$ cat config.mk
export PLATFORM = sky130hd
export DESIGN_NAME = bus_sequencer
export DESIGN_NICKNAME = d
export VERILOG_FILES = /design/src/rtl/bus_seq_pkg.sv /design/src/rtl/bus_sequencer_reg_dec.sv /design/src/rtl/bus_sequencer.sv
export SDC_FILE = /design/constraint.sdc
export NUM_CORES = 1
export LEC_CHECK = 0
export BUFFER_PORTS_ARGS = -buffer_cell sky130_fd_sc_hd__clkbuf_2
export CORE_MARGIN = 3
export CORE_UTILIZATION = 45
export CTS_BUF_LIST = sky130_fd_sc_hd__clkbuf_4 sky130_fd_sc_hd__clkbuf_8
export DETAILED_ROUTE_END_ITERATION = 10
export HOLD_SLACK_MARGIN = 0.08
export PLACE_DENSITY = 0.73
export SLEW_MARGIN = 20
export SYNTH_ARGS = -nofsm -noshare
export SYNTH_HDL_FRONTEND = slang
export SYNTH_SLANG_ARGS = --single-unit
$ cat constraint.sdc
create_clock -name clk -period 3.6 [get_ports clk]
set_input_delay 0 -clock clk [delete_from_list [all_inputs] [get_ports clk]]
set_output_delay 0 -clock clk [all_outputs]
set_load 0.01 [all_outputs]
$ cat src/rtl/bus_seq_pkg.sv
// bus_seq_pkg: opcodes, FSM states, bus indices and instruction field helpers for bus_sequencer.
package bus_seq_pkg;
  localparam int OP_MV = 0;
  localparam int OP_MVI = 1;
  localparam int OP_ADD = 2;
  localparam int OP_SUB = 3;
  localparam int OP_BZ = 4;
  localparam int TRI_G = 8;
  localparam int TRI_DIN = 9;
`ifdef BUS_SEQ_ILLEGAL_TRAP_EN
  typedef enum logic [2:0] {IDLE, T1, T2, T3, TRAP} state_t;
`else
  typedef enum logic [2:0] {IDLE, T1, T2, T3} state_t;
`endif
  function automatic logic [31:0] f_op(logic [31:0] ir, int rw);
    return ir >> (2 * rw);
  endfunction
  function automatic logic [31:0] f_x(logic [31:0] ir, int rw);
    return (ir >> rw) & ((32'd1 << rw) - 32'd1);
  endfunction
  function automatic logic [31:0] f_y(logic [31:0] ir, int rw);
    return ir & ((32'd1 << rw) - 32'd1);
  endfunction
endpackage

$ cat src/rtl/bus_sequencer_reg_dec.sv
// reg_dec: register index to one-hot decoder.
module reg_dec #(
  parameter int RW = 3
) (
  input  logic [RW-1:0]    idx,
  output logic [2**RW-1:0] onehot
);
  assign onehot = (2**RW)'(1) << idx;
endmodule

$ cat src/rtl/bus_sequencer.sv
// bus_sequencer: T1-T3 control FSM for the shared-bus register datapath.
// Optional BUS_SEQ_ILLEGAL_TRAP_EN: illegal opcodes lock the FSM in TRAP until reset.
module bus_sequencer
  import bus_seq_pkg::*;
#(
  parameter int OPW = 3,
  parameter int RW = 3
) (
  input  logic                  clk,
  input  logic                  rst,
  input  logic                  run,
  input  logic [OPW+2*RW-1:0]   instruction,
  input  logic                  zero_flag,
  output logic [2**RW+1:0]      tri_en,
  output logic [2**RW-1:0]      reg_en,
  output logic                  a_en,
  output logic                  g_en,
  output logic                  alu_sub,
  output logic                  busy,
  output logic                  done,
  output logic                  illegal
);
  localparam int NREG = 2**RW;
  localparam int IW = OPW + 2 * RW;
`ifdef BUS_SEQ_ILLEGAL_TRAP_EN
  localparam bit TRAP_EN = 1'b1;
`else
  localparam bit TRAP_EN = 1'b0;
`endif
  state_t state;
  logic [IW-1:0] ir;
  logic [OPW-1:0] op;
  logic [RW-1:0] x, y;
  logic [NREG-1:0] xd, yd;
  logic t1, t2, t3, mv, mvi, ar, bz, ill, bz_take;
  assign op = OPW'(f_op(32'(ir), RW));
  assign x = RW'(f_x(32'(ir), RW));
  assign y = RW'(f_y(32'(ir), RW));
  reg_dec #(.RW(RW)) u_dec_x (.idx(x), .onehot(xd));
  reg_dec #(.RW(RW)) u_dec_y (.idx(y), .onehot(yd));
  assign t1 = state == T1;
  assign t2 = state == T2;
  assign t3 = state == T3;
  assign mv = op == OPW'(OP_MV);
  assign mvi = op == OPW'(OP_MVI);
  assign ar = op == OPW'(OP_ADD) || op == OPW'(OP_SUB);
  assign bz = op == OPW'(OP_BZ);
  assign ill = !(mv || mvi || ar || bz);
  assign bz_take = bz && zero_flag;
  always_ff @(posedge clk or posedge rst)
    if (rst) begin
      state <= IDLE;
      ir <= '0;
    end else
      case (state)
        IDLE: if (run) begin
          ir <= instruction;
          state <= T1;
        end
`ifdef BUS_SEQ_ILLEGAL_TRAP_EN
        T1: state <= ar ? T2 : ill ? TRAP : IDLE;
`else
        T1: state <= ar ? T2 : IDLE;
`endif
        T2: state <= T3;
        T3: state <= IDLE;
        default: state <= state;
      endcase
  // reg_en stays low until T3 for add/sub, so a reset mid-ALU-op leaves registers intact
  assign tri_en = (t1 && (mv || bz_take)) || t2 ? {2'b00, yd} :
                  t1 && ar ? {2'b00, xd} :
                  t1 && mvi ? (NREG+2)'(1) << TRI_DIN :
                  t3 ? (NREG+2)'(1) << TRI_G : '0;
  assign reg_en = (t1 && (mv || mvi)) || t3 ? xd :
                  t1 && bz_take ? NREG'(1) << (NREG - 1) : '0;
  assign a_en = t1 && ar;
  assign g_en = t2;
  assign alu_sub = t2 && op == OPW'(OP_SUB);
  assign busy = state != IDLE;
  assign done = t3 || (t1 && (mv || mvi || bz || (ill && !TRAP_EN)));
  assign illegal = t1 && ill;
endmodule

### Yosys cells after proc, flatten, opt, wreduce, memory -nomap -nowiden

Cells that the tools add are included.

| word-level totals | value |
|---|---|
| RAM bits | 0 |
| memories | 0 |
| ROM bits | 0 |
| flip-flop bits (word level) | 12 |
| output and inout port bits | 24 |
| logic and storage cells | 47 |
| latch bits | 0 |

| operators by class | value |
|---|---|
| div/mod/pow operators | 0 |
| add/subtract/negate cells | 0 |
| mux-type cells | 9 |
| reduce and logical (&&, ||, !) cells | 26 |
| eq/ne operators | 8 |
| bitwise logic cells | 0 |
| order comparisons | 0 |
| shifts and indexed selects | 2 |
| multipliers | 0 |

Operators with widths:

| cell | count |
|---|---|
| $mux W10 | 3 |
| $mux W8 | 2 |
| $shl A1 B3 Y8 const A | 2 |
| $eq A3 B2 Y1 const B | 4 |
| $pmux W3 S4 | 1 |
| $logic_or A1 B1 Y1 | 10 |
| $logic_and A1 B1 Y1 | 9 |
| $mux W9 | 1 |
| $eq A3 B1 Y1 const B | 2 |
| $logic_not A3 Y1 | 2 |
| $reduce_and A2 Y1 | 2 |
| $reduce_bool A4 Y1 | 1 |
| $eq A3 B3 Y1 const B | 1 |
| $mux W3 | 1 |
| $reduce_bool A3 Y1 | 1 |
| $mux W2 | 1 |
| $ne A2 B2 Y1 const B | 1 |
| $logic_not A1 Y1 | 1 |

### Logic depth before layout (Yosys ltp)

Gate-level depths: netlist of the first run.

| logic depth | value |
|---|---|
| depth in word-level cells | 8 |
| mapped depth | 5 |
| mapped depth without buffers | 5 |

### By module

A second synthesis of the first run with hierarchy kept.

| second synthesis, totals | value |
|---|---|
| cell total of the unflattened synthesis | 87 |
| area, all modules | 885.8 µm² |

Modules (own cells, without submodules):

| module | area an instance (µm²) | instances | cells an instance | seq. area each (µm²) |
|---|---|---|---|---|
| bus_sequencer | 755.7 | 1 | 71 | 275.3 |
| reg_dec | 65.1 | 2 | 8 | 0.0 |

### Least setup slack after synthesis of the first run

No wires, ideal clock.

| path | value |
|---|---|
| path type | register -> register |
| from | register state[0] |
| to | register ir[0] |
| path slack | 2.237 ns |
| arrival time | 1.238 ns |
| data required time | 3.475 ns |
| clock period less this slack | 1.363 ns |
| cell stages (with the launch flop) | 5 |
| cell sequence | dfrtp_1 > inv_1 > ha_1 > nand2_1 > mux2_2 |

| between the ends | value |
|---|---|
| cells in the longest elaborated chain, start to end | 2 |

RTL lines:

| item | RTL line | RTL |
|---|---|---|
| start: declaration | bus_sequencer.sv:30 | `state_t state;` |
| start signal: assignment | bus_sequencer.sv:63 | `T1: state <= ar ? T2 : IDLE;` |
| start signal: assignment | bus_sequencer.sv:67 | `default: state <= state;` |
| $logic_not A3 Y1 | bus_sequencer.sv:55 | `case (state)` |
| $reduce_and A2 Y1 (no source line) | - |  |
| end signal: assignment | bus_sequencer.sv:57 | `ir <= instruction;` |
| end: declaration | bus_sequencer.sv:31 | `logic [IW-1:0] ir;` |

Every way passes these cells.
A chain may end at the register's enable or synchronous reset.

==> impl_metrics.yaml, run 1 <==
status:
  outcome: "completed"
pwr:
  power.total_mw: 0.919
  powerDensity_nw_per_um2: 763
  p_leak_nw: 0.573
  ir_worst_vdd_uv: 546
hold_path:
  hold_path_class: "input port to asynchronous set/reset pin"
die:
  initial_core_util_pct: 48.8
  dieArea_um2: 2470
  core_um2: 1760
  die_y_um: 49.7
  die_x_um: 49.7
  fp-row-count: 15
  ioPinCount: 37
synth:
  syn_area_um2: 861
  synthMostInstantiatedCell: "dfrtp_1"
  synthTopCellsByArea: "dfrtp_1, mux2_2, ha_1"
  synth_top_area_share_pct: 32.0
  ys.flop_type: "dfrtp_1"
  yosysSeqAreaShare_pct: 32.0
  ys.warnings.count: 0
  synth_common_cells: "dfrtp_1, mux2_2, nor2_1"
  ys_ff_latch: 11
  post_synth_num_cell_types: 35
  synth-async-reset-ratio_pct: 100
  syn_avg_cell_area_um2: 10.0
  postSynthNetCount: 104
  synth_edf_count: 0
  synth_area_leader_cell: "dfrtp_1"
  synthCells: 86
sta:
  finalHoldViolCount: 0
  rsz0062_at_grt: "no"
  min_period_ps: 1860
  relSlewSlack_pct: 73.4
  layout_setup_ws_ps: 1740
  finalSetupViolCount: 0
  finalSetupTns_ps: 0
  skew_ps: 0.759
  min_period_over_period_pct: 51.5
  worst_pin_slew_ps: 398
  hold_ws_ps: 259
  fmax_mhz: 539
  slew_violations: 0
route:
  drt-initial-drc-count: 12
  ant_nets: 0
  routed_wl_um: 1920
  drt-pass1-iter-count: 4
  num_vias: 802
  drc: 0
  viasPerCell: 4.98
  post_drt_wl_per_cell_um: 11.9
global_route:
  overflow: 0
  grt_pass1_vias: 780
  track_usage_pct: 17.4
  grt_max_degree: 12
  grt_pass1_wl_um: 3390
  antenna_found_initial: 0
flow_run:
  maxCapViolations: 0
cts:
  worstSkewPairLatency_ps: 260
  cts_tree: "done"
  path_clk_slew_ps: 60
  cts_inserted_buffers: 3
  cts.sinks: 11
  cts_root_buf: "clkbuf_4"
  h-tree-depth: 1
  cts_buffer_depth: 2
  cts_setup_buffers: 0
layout:
  antenna_cells: 0
  fin_cells: 161
  fin_area_um2: 1200
  syn_to_final_growth_pct: 40.0
  final_core_util_pct: 68.3
  fin_nets: 155
  layout-drive-gt1-share_pct: 45.6
placed_design:
  globalplace.congestion: 0.744
  hpwl_um: 1470
  place_ws_ps: 2030
  portBuffers: 36
  place_area_um2: 1060
  post-place-cells: 146
worst_setup_path:
  path_max_fanout: 6
  worst_ep_required_time_ps: 3600
  start_kind: "flop"
  end_kind: "output pin"
  critPathKind: "flop to output pin"
  arrival_ps: 1860
  r2r-start: "state[0]$_DFFE_PP0P_"
cells by family (layout without fill, tap and decap cells):
family	after synthesis	count (layout)	synth area share, %
muxes	10	10	13.1
and+or+nand+nor	40	40	30.8
buffers and inverters	5	55	2.62
adders and majority gates	5	5	7.27
AOI/OAI and AO/OA	15	15	14.2
DFF	11	11	32.0
final timing paths:
| kind | cells past startpoint | to | slack, ps |
|---|---|---|---|
| max in group asynchronous | 3 | ir[0]$_DFFE_PP0P_ | 3060 |
| worst min-delay path | 3 | ir[8]$_DFFE_PP0P_ | 260 |
| worst max-delay path | 6 | reg_en[7] | 1740 |
| min in group clk | 4 | reg_en[7] | 360 |
| worst max register to register | 4 | ir[0]$_DFFE_PP0P_ | 2090 |
| worst min register to register | 1 | flop | 580 |
metal layers:
layer	vias up	share of wire [%]	routed length [um]	global-route usage, %
met4	0	2.1	40	8.29
li1	408	-	-	-
met3	5	4.7	91	2.11
met5	-	0	0	0
met1	364	43	820	20.3
met2	25	50	967	31.3
state kept, by name, indices dropped and copies added (netlist names), named ones only:
register,flops
ir,9
state,1
cells in the final DEF (no fill, tap or decap), types with 2 or more instances in the layout:
cell	n
nand3b_1	2
dfrtp_1	11
or2_1	2
nand2b_1	3
clkbuf_4	4
nor3_2	2
inv_1	4
clkbuf_2	36
ha_1	5
nor2_1	9
dlygate4sd3_1	11
mux2_2	10
or3_1	2
o22ai_1	7
nand2_1	6
critical path, stage by stage (launching register included):
cell	delay [ps]
dfrtp_1	410
inv_1	120
ha_1	310
nor3b_4	340
o2111ai_1	150
o31ai_1	100
clkbuf_2	170
layout make-up:
type                    count  area [um2]
well taps                  25        31.3
multi-input cells          70         563
inverters                   4        15.0
fillers                   155         559
clock buffers               4        30.0
flip-flops and latches     11         275
repair buffers             47         290
where the power goes:
| group | leakage (nW) | switching [mW] | internal, mW |
|---|---|---|---|
| clock | 0.0184 | 0.0390 | 0.0504 |
| sequential | 0.131 | 0.120 | 0.186 |
| combinational | 0.424 | 0.257 | 0.266 |
| total | 0.573 | 0.416 | 0.503 |
what timing repair did:
action                                 in CTS  in global routing
hold buffers                               11                  0
gates resized for setup                     0                  0
endpoints found under the hold margin      21                  0
No activity file was read; power rests on OpenSTA's default activity.
==> inputs of run 2 (changes only) <==
clock period = 1.9 ns   (was 3.6 ns; I/O delays follow)
==> impl_metrics.yaml, run 2 (synthesis gave the netlist of run 1 again) <==
route:
  drt-initial-drc-count: 14
  drc: 0
  routed_wl_um: 1920
  viasPerCell: 5.01
  ant_nets: 0
  drt-pass1-iter-count: 4
  num_vias: 807
  post_drt_wl_per_cell_um: 11.9
global_route:
  track_usage_pct: 17.4
  antenna_found_initial: 0
  grt_max_degree: 12
  grt_pass1_vias: 780
  overflow: 0
  grt_pass1_wl_um: 3390
cts:
  cts.sinks: 11
  worstSkewPairLatency_ps: 260
  cts_buffer_depth: 2
  cts_root_buf: "clkbuf_4"
  cts_inserted_buffers: 3
  path_clk_slew_ps: 60
  h-tree-depth: 1
  cts_setup_buffers: 0
  cts_tree: "done"
pwr:
  p_leak_nw: 0.572
  ir_worst_vdd_uv: 1060
  powerDensity_nw_per_um2: 1450
  power.total_mw: 1.77
flow_run:
  maxCapViolations: 0
placed_design:
  globalplace.congestion: 0.744
  hpwl_um: 1470
  portBuffers: 36
  place_area_um2: 1060
layout:
  syn_to_final_growth_pct: 41.7
  fin_area_um2: 1220
  ff_latch_area_um2: 275
  final_common_cell: "clkbuf_2"
  layout-drive-gt1-share_pct: 47.1
  largest_register: "ir"
  layout_common_cells: "clkbuf_2, dfrtp_1, dlygate4sd3_1"
  reg_top3: "ir (9), state (1)"
  multi_input_area_um2: 578
  largest_reg_flops: 9
  antenna_cells: 0
  fill_cells: 152
  fin_nets: 155
worst_setup_path:
  start_kind: "flop"
  r2r-start: "state[0]$_DFFE_PP0P_"
  end_kind: "output pin"
  path_buf_inv: 2
  path_max_fanout: 9
  path_delay_family: "flip-flops"
  cpPeakStageDelay_ps: 410
  cp-startpoint: "state[0]$_DFFE_PP0P_"
  crit_chain: "inv_1 > ha_2 > or3_1 > o22ai_1 > clkbuf_2"
  critPathSlowestCell: "dfrtp_1"
  worst_ep_required_time_ps: 1900
  critPathKind: "flop to output pin"
  arrival_ps: 1740
sta:
  min_period_over_period_pct: 91.5
  finalHoldViolCount: 0
  fmax_mhz: 575
  min_period_ps: 1740
  worst_pin_slew_ps: 399
  finalSetupTns_ps: 0
  skew_ps: 0.741
  finalSetupViolCount: 0
  rsz0062_at_grt: "no"
  relSlewSlack_pct: 73.4
  hold_ws_ps: 260
  slew_violations: 0
die:
  die_x_um: 49.7
  ioPinCount: 37
  dieArea_um2: 2470
  core_um2: 1760
  initial_core_util_pct: 48.8
  die_y_um: 49.7
  fp-row-count: 15
status:
  outcome: "completed"
hold_path:
  hold_path_class: "input port to asynchronous set/reset pin"
run 2: metal layers:
metal  track usage [%]  vias to the layer above  wire length (um)
met1              20.3                      367               817
met5                 0                        -                 0
li1                  -                      408                 -
met3              2.11                        5                93
met2              31.3                       27               969
met4              8.29                        0                40
run 2: area by class of cell:
class                   instances  area share, %
multi-input cells              70           47.4
well taps                      25           2.56
repair buffers                 47           23.8
clock buffers                   4           2.46
inverters                       4           1.23
flip-flops and latches         11           22.6
run 2: what timing repair did:
item,4_1_cts,5_1_grt
resized for setup,0,3
endpoints found under the hold margin,21,0
setup endpoints to repair,0,17
hold buffers,11,0
run 2: power breakdown:
part	switching [mW]	internal [mW]
clock network	0.0738	0.0955
registers	0.234	0.353
logic	0.491	0.522
run 2: through the flow:
stage	setup WS [ps]	instances	util [%]
after global placement	386	146	60.4
after floorplan	537	86	-
final	161	161	69.1
after detailed placement	332	146	60.4
after global routing	7.97	161	69.1
after CTS	26.0	161	68.3
run 2: final timing paths:
path | end | slack [ps] | depth (start not counted)
setup / recovery | tri_en[2] | 160 | 5
max in group asynchronous | ir[0]$_DFFE_PP0P_ | 1360 | 3
setup reg to reg | ir[0]$_DFFE_PP0P_ | 330 | 4
min in group clk | reg_en[7] | 360 | 4
hold reg to reg | flop | 590 | 1
hold / removal | ir[8]$_DFFE_PP0P_ | 260 | 3
run 2: tightest hold or removal path, stage by stage:
cell and delay [ps]:
dlygate4sd3_1 540, clkbuf_2 110, inv_1 300
==> inputs of run 3 (changes only) <==
--- a/config.mk
+++ b/config.mk
@@ -12,5 +12,5 @@
 export DETAILED_ROUTE_END_ITERATION = 10
 export HOLD_SLACK_MARGIN = 0.08
-export PLACE_DENSITY = 0.73
+export PLACE_DENSITY = 0.76
 export SLEW_MARGIN = 20
 export SYNTH_ARGS = -nofsm -noshare
==> constraint.sdc (replaced) <==
create_clock -name clk -period 1.9 [get_ports clk]
set_input_delay 0 -clock clk [delete_from_list [all_inputs] [get_ports clk]]
set_output_delay 0 -clock clk [all_outputs]
set_load 0.005 [all_outputs]
==> impl_metrics.yaml, run 3 (synthesis gave the netlist of run 1 again) <==
worst_setup_path:
  r2r_end: "ir[1]$_DFFE_PP0P_"
  critPathKind: "flop to output pin"
  arrival_ps: 1750
  rr_worst_depth: 4
  worst_ep_required_time_ps: 1900
  r2r-start: "state[0]$_DFFE_PP0P_"
  end_kind: "output pin"
  reg2reg_slack_ps: 350
  start_kind: "flop"
  path_max_fanout: 6
layout:
  layout_common_cells: "clkbuf_2, dfrtp_1, dlygate4sd3_1"
  fill_cells: 163
  reg_top3: "ir (9), state (1)"
  fin_nets: 155
  fin_area_um2: 1210
  largest_register: "ir"
  layout-drive-gt1-share_pct: 47.1
  syn_to_final_growth_pct: 40.6
  antenna_cells: 0
  largest_reg_flops: 9
  final_common_cell: "clkbuf_2"
cts:
  cts_tree: "done"
  path_clk_slew_ps: 70
  cts_inserted_buffers: 3
  cts_setup_buffers: 0
  h-tree-depth: 1
  cts_buffer_depth: 2
  worstSkewPairLatency_ps: 270
  cts.sinks: 11
  cts_root_buf: "clkbuf_4"
sta:
  relSlewSlack_pct: 72.8
  fmax_mhz: 571
  slew_violations: 0
  finalSetupTns_ps: 0
  finalHoldViolCount: 0
  rsz0062_at_grt: "no"
  min_period_ps: 1750
  min_period_over_period_pct: 92.3
  worst_pin_slew_ps: 407
  finalSetupViolCount: 0
  skew_ps: 1.98
placed_design:
  hpwl_um: 1550
  globalplace.congestion: 0.787
  place_area_um2: 1060
  portBuffers: 36
global_route:
  grt_util_met3_pct: 2.11
  grt_pass1_vias: 802
  busiest_layer: "met2"
  grt_pass1_wl_um: 3610
  track_usage_pct: 18.9
  grt_use_met1_pct: 23.6
  antenna_found_initial: 0
  overflow: 0
  use_met2_pct: 31.9
  grt_max_degree: 12
pwr:
  comb_power_share_pct: 55.8
  power.total_mw: 1.72
  intPower_mw: 0.958
  ir_worst_vdd_uv: 933
  swShare_pct: 44.4
  p_sw_mw: 0.765
  powerDensity_nw_per_um2: 1420
  power.share.clock_pct: 9.9
  p_seq_share_pct: 34.4
  p_leak_nw: 0.570
die:
  die_x_um: 49.7
  core_um2: 1760
  fp-row-count: 15
  initial_core_util_pct: 48.8
  dieArea_um2: 2470
  die_y_um: 49.7
  ioPinCount: 37
route:
  routed_wl_um: 2130
  drc: 0
  drt-initial-drc-count: 6
  viasPerCell: 5.22
  drt-pass1-iter-count: 4
  ant_nets: 0
  num_vias: 841
  post_drt_wl_per_cell_um: 13.2
hold_path:
  hold_path_class: "input port to asynchronous set/reset pin"
flow_run:
  maxCapViolations: 0
status:
  outcome: "completed"
-- run 3: repair_timing --
| item | CTS | global route |
|---|---|---|
| resized for setup | 0 | 2 |
| endpoints found under the setup margin | 0 | 8 |
| hold endpoints to repair | 21 | 0 |
| hold buffers | 11 | 0 |
-- run 3: worst max-delay path by stage --
stage / start / to / slack (ps)
final: flop / reg_en[7] / 150
after global routing: flop / reg_en[7] / 30
after CTS: flop / reg_en[7] / 70
after detailed placement: flop / reg_en[7] / 370
after global placement: flop / reg_en[7] / 410
after floorplan: state[0]$_DFFE_PP0P_ / ir[0]$_DFFE_PP0P_ / 540
-- run 3: through the flow --
stage / std cells / setup WS [ps] / hold WS, ps / util, %
after global routing: 161 / 34.4 / 274 / 68.6
after CTS: 161 / 73.0 / 239 / 68.3
final: 161 / 147 / 239 / 68.6
after floorplan: 86 / 537 / -148 / -
after global placement: 146 / 406 / -20.7 / 60.4
after detailed placement: 146 / 372 / -14.7 / 60.4
-- run 3: routing by layer --
layer	wire, um	share of wire, %
met5	0	0
met4	36	1.7
met3	112	5.3
met2	1140	53
met1	843	40
-- run 3: cell type report --
| type | count | area (um2) | share of cell area (%) |
|---|---|---|---|
| Multi-Input combinational cell | 70 | 568 | 46.9 |
| Timing Repair Buffer | 47 | 290 | 24.0 |
| Sequential cell | 11 | 275 | 22.8 |
| Tap cell | 25 | 31.3 | 2.59 |
| Clock buffer | 4 | 30.0 | 2.48 |
| Inverter | 4 | 15.0 | 1.24 |
-- run 3: power by group through the flow --
stage	logic [mW]	clock network [mW]	registers (mW)
after floorplan	0.732	0	0.511
after global placement	0.907	0	0.573
after detailed placement	0.933	0	0.592
after CTS	0.955	0.178	0.590
after global routing	1.07	0.187	0.624
final	0.961	0.170	0.592
-- run 3: critical path, cell delays in order, from the launching register on --
cell       delay, ps
dfrtp_1          410
inv_1            120
ha_2             260
nor3b_4          310
o2111ai_1        140
o31ai_1           90
clkbuf_2         150
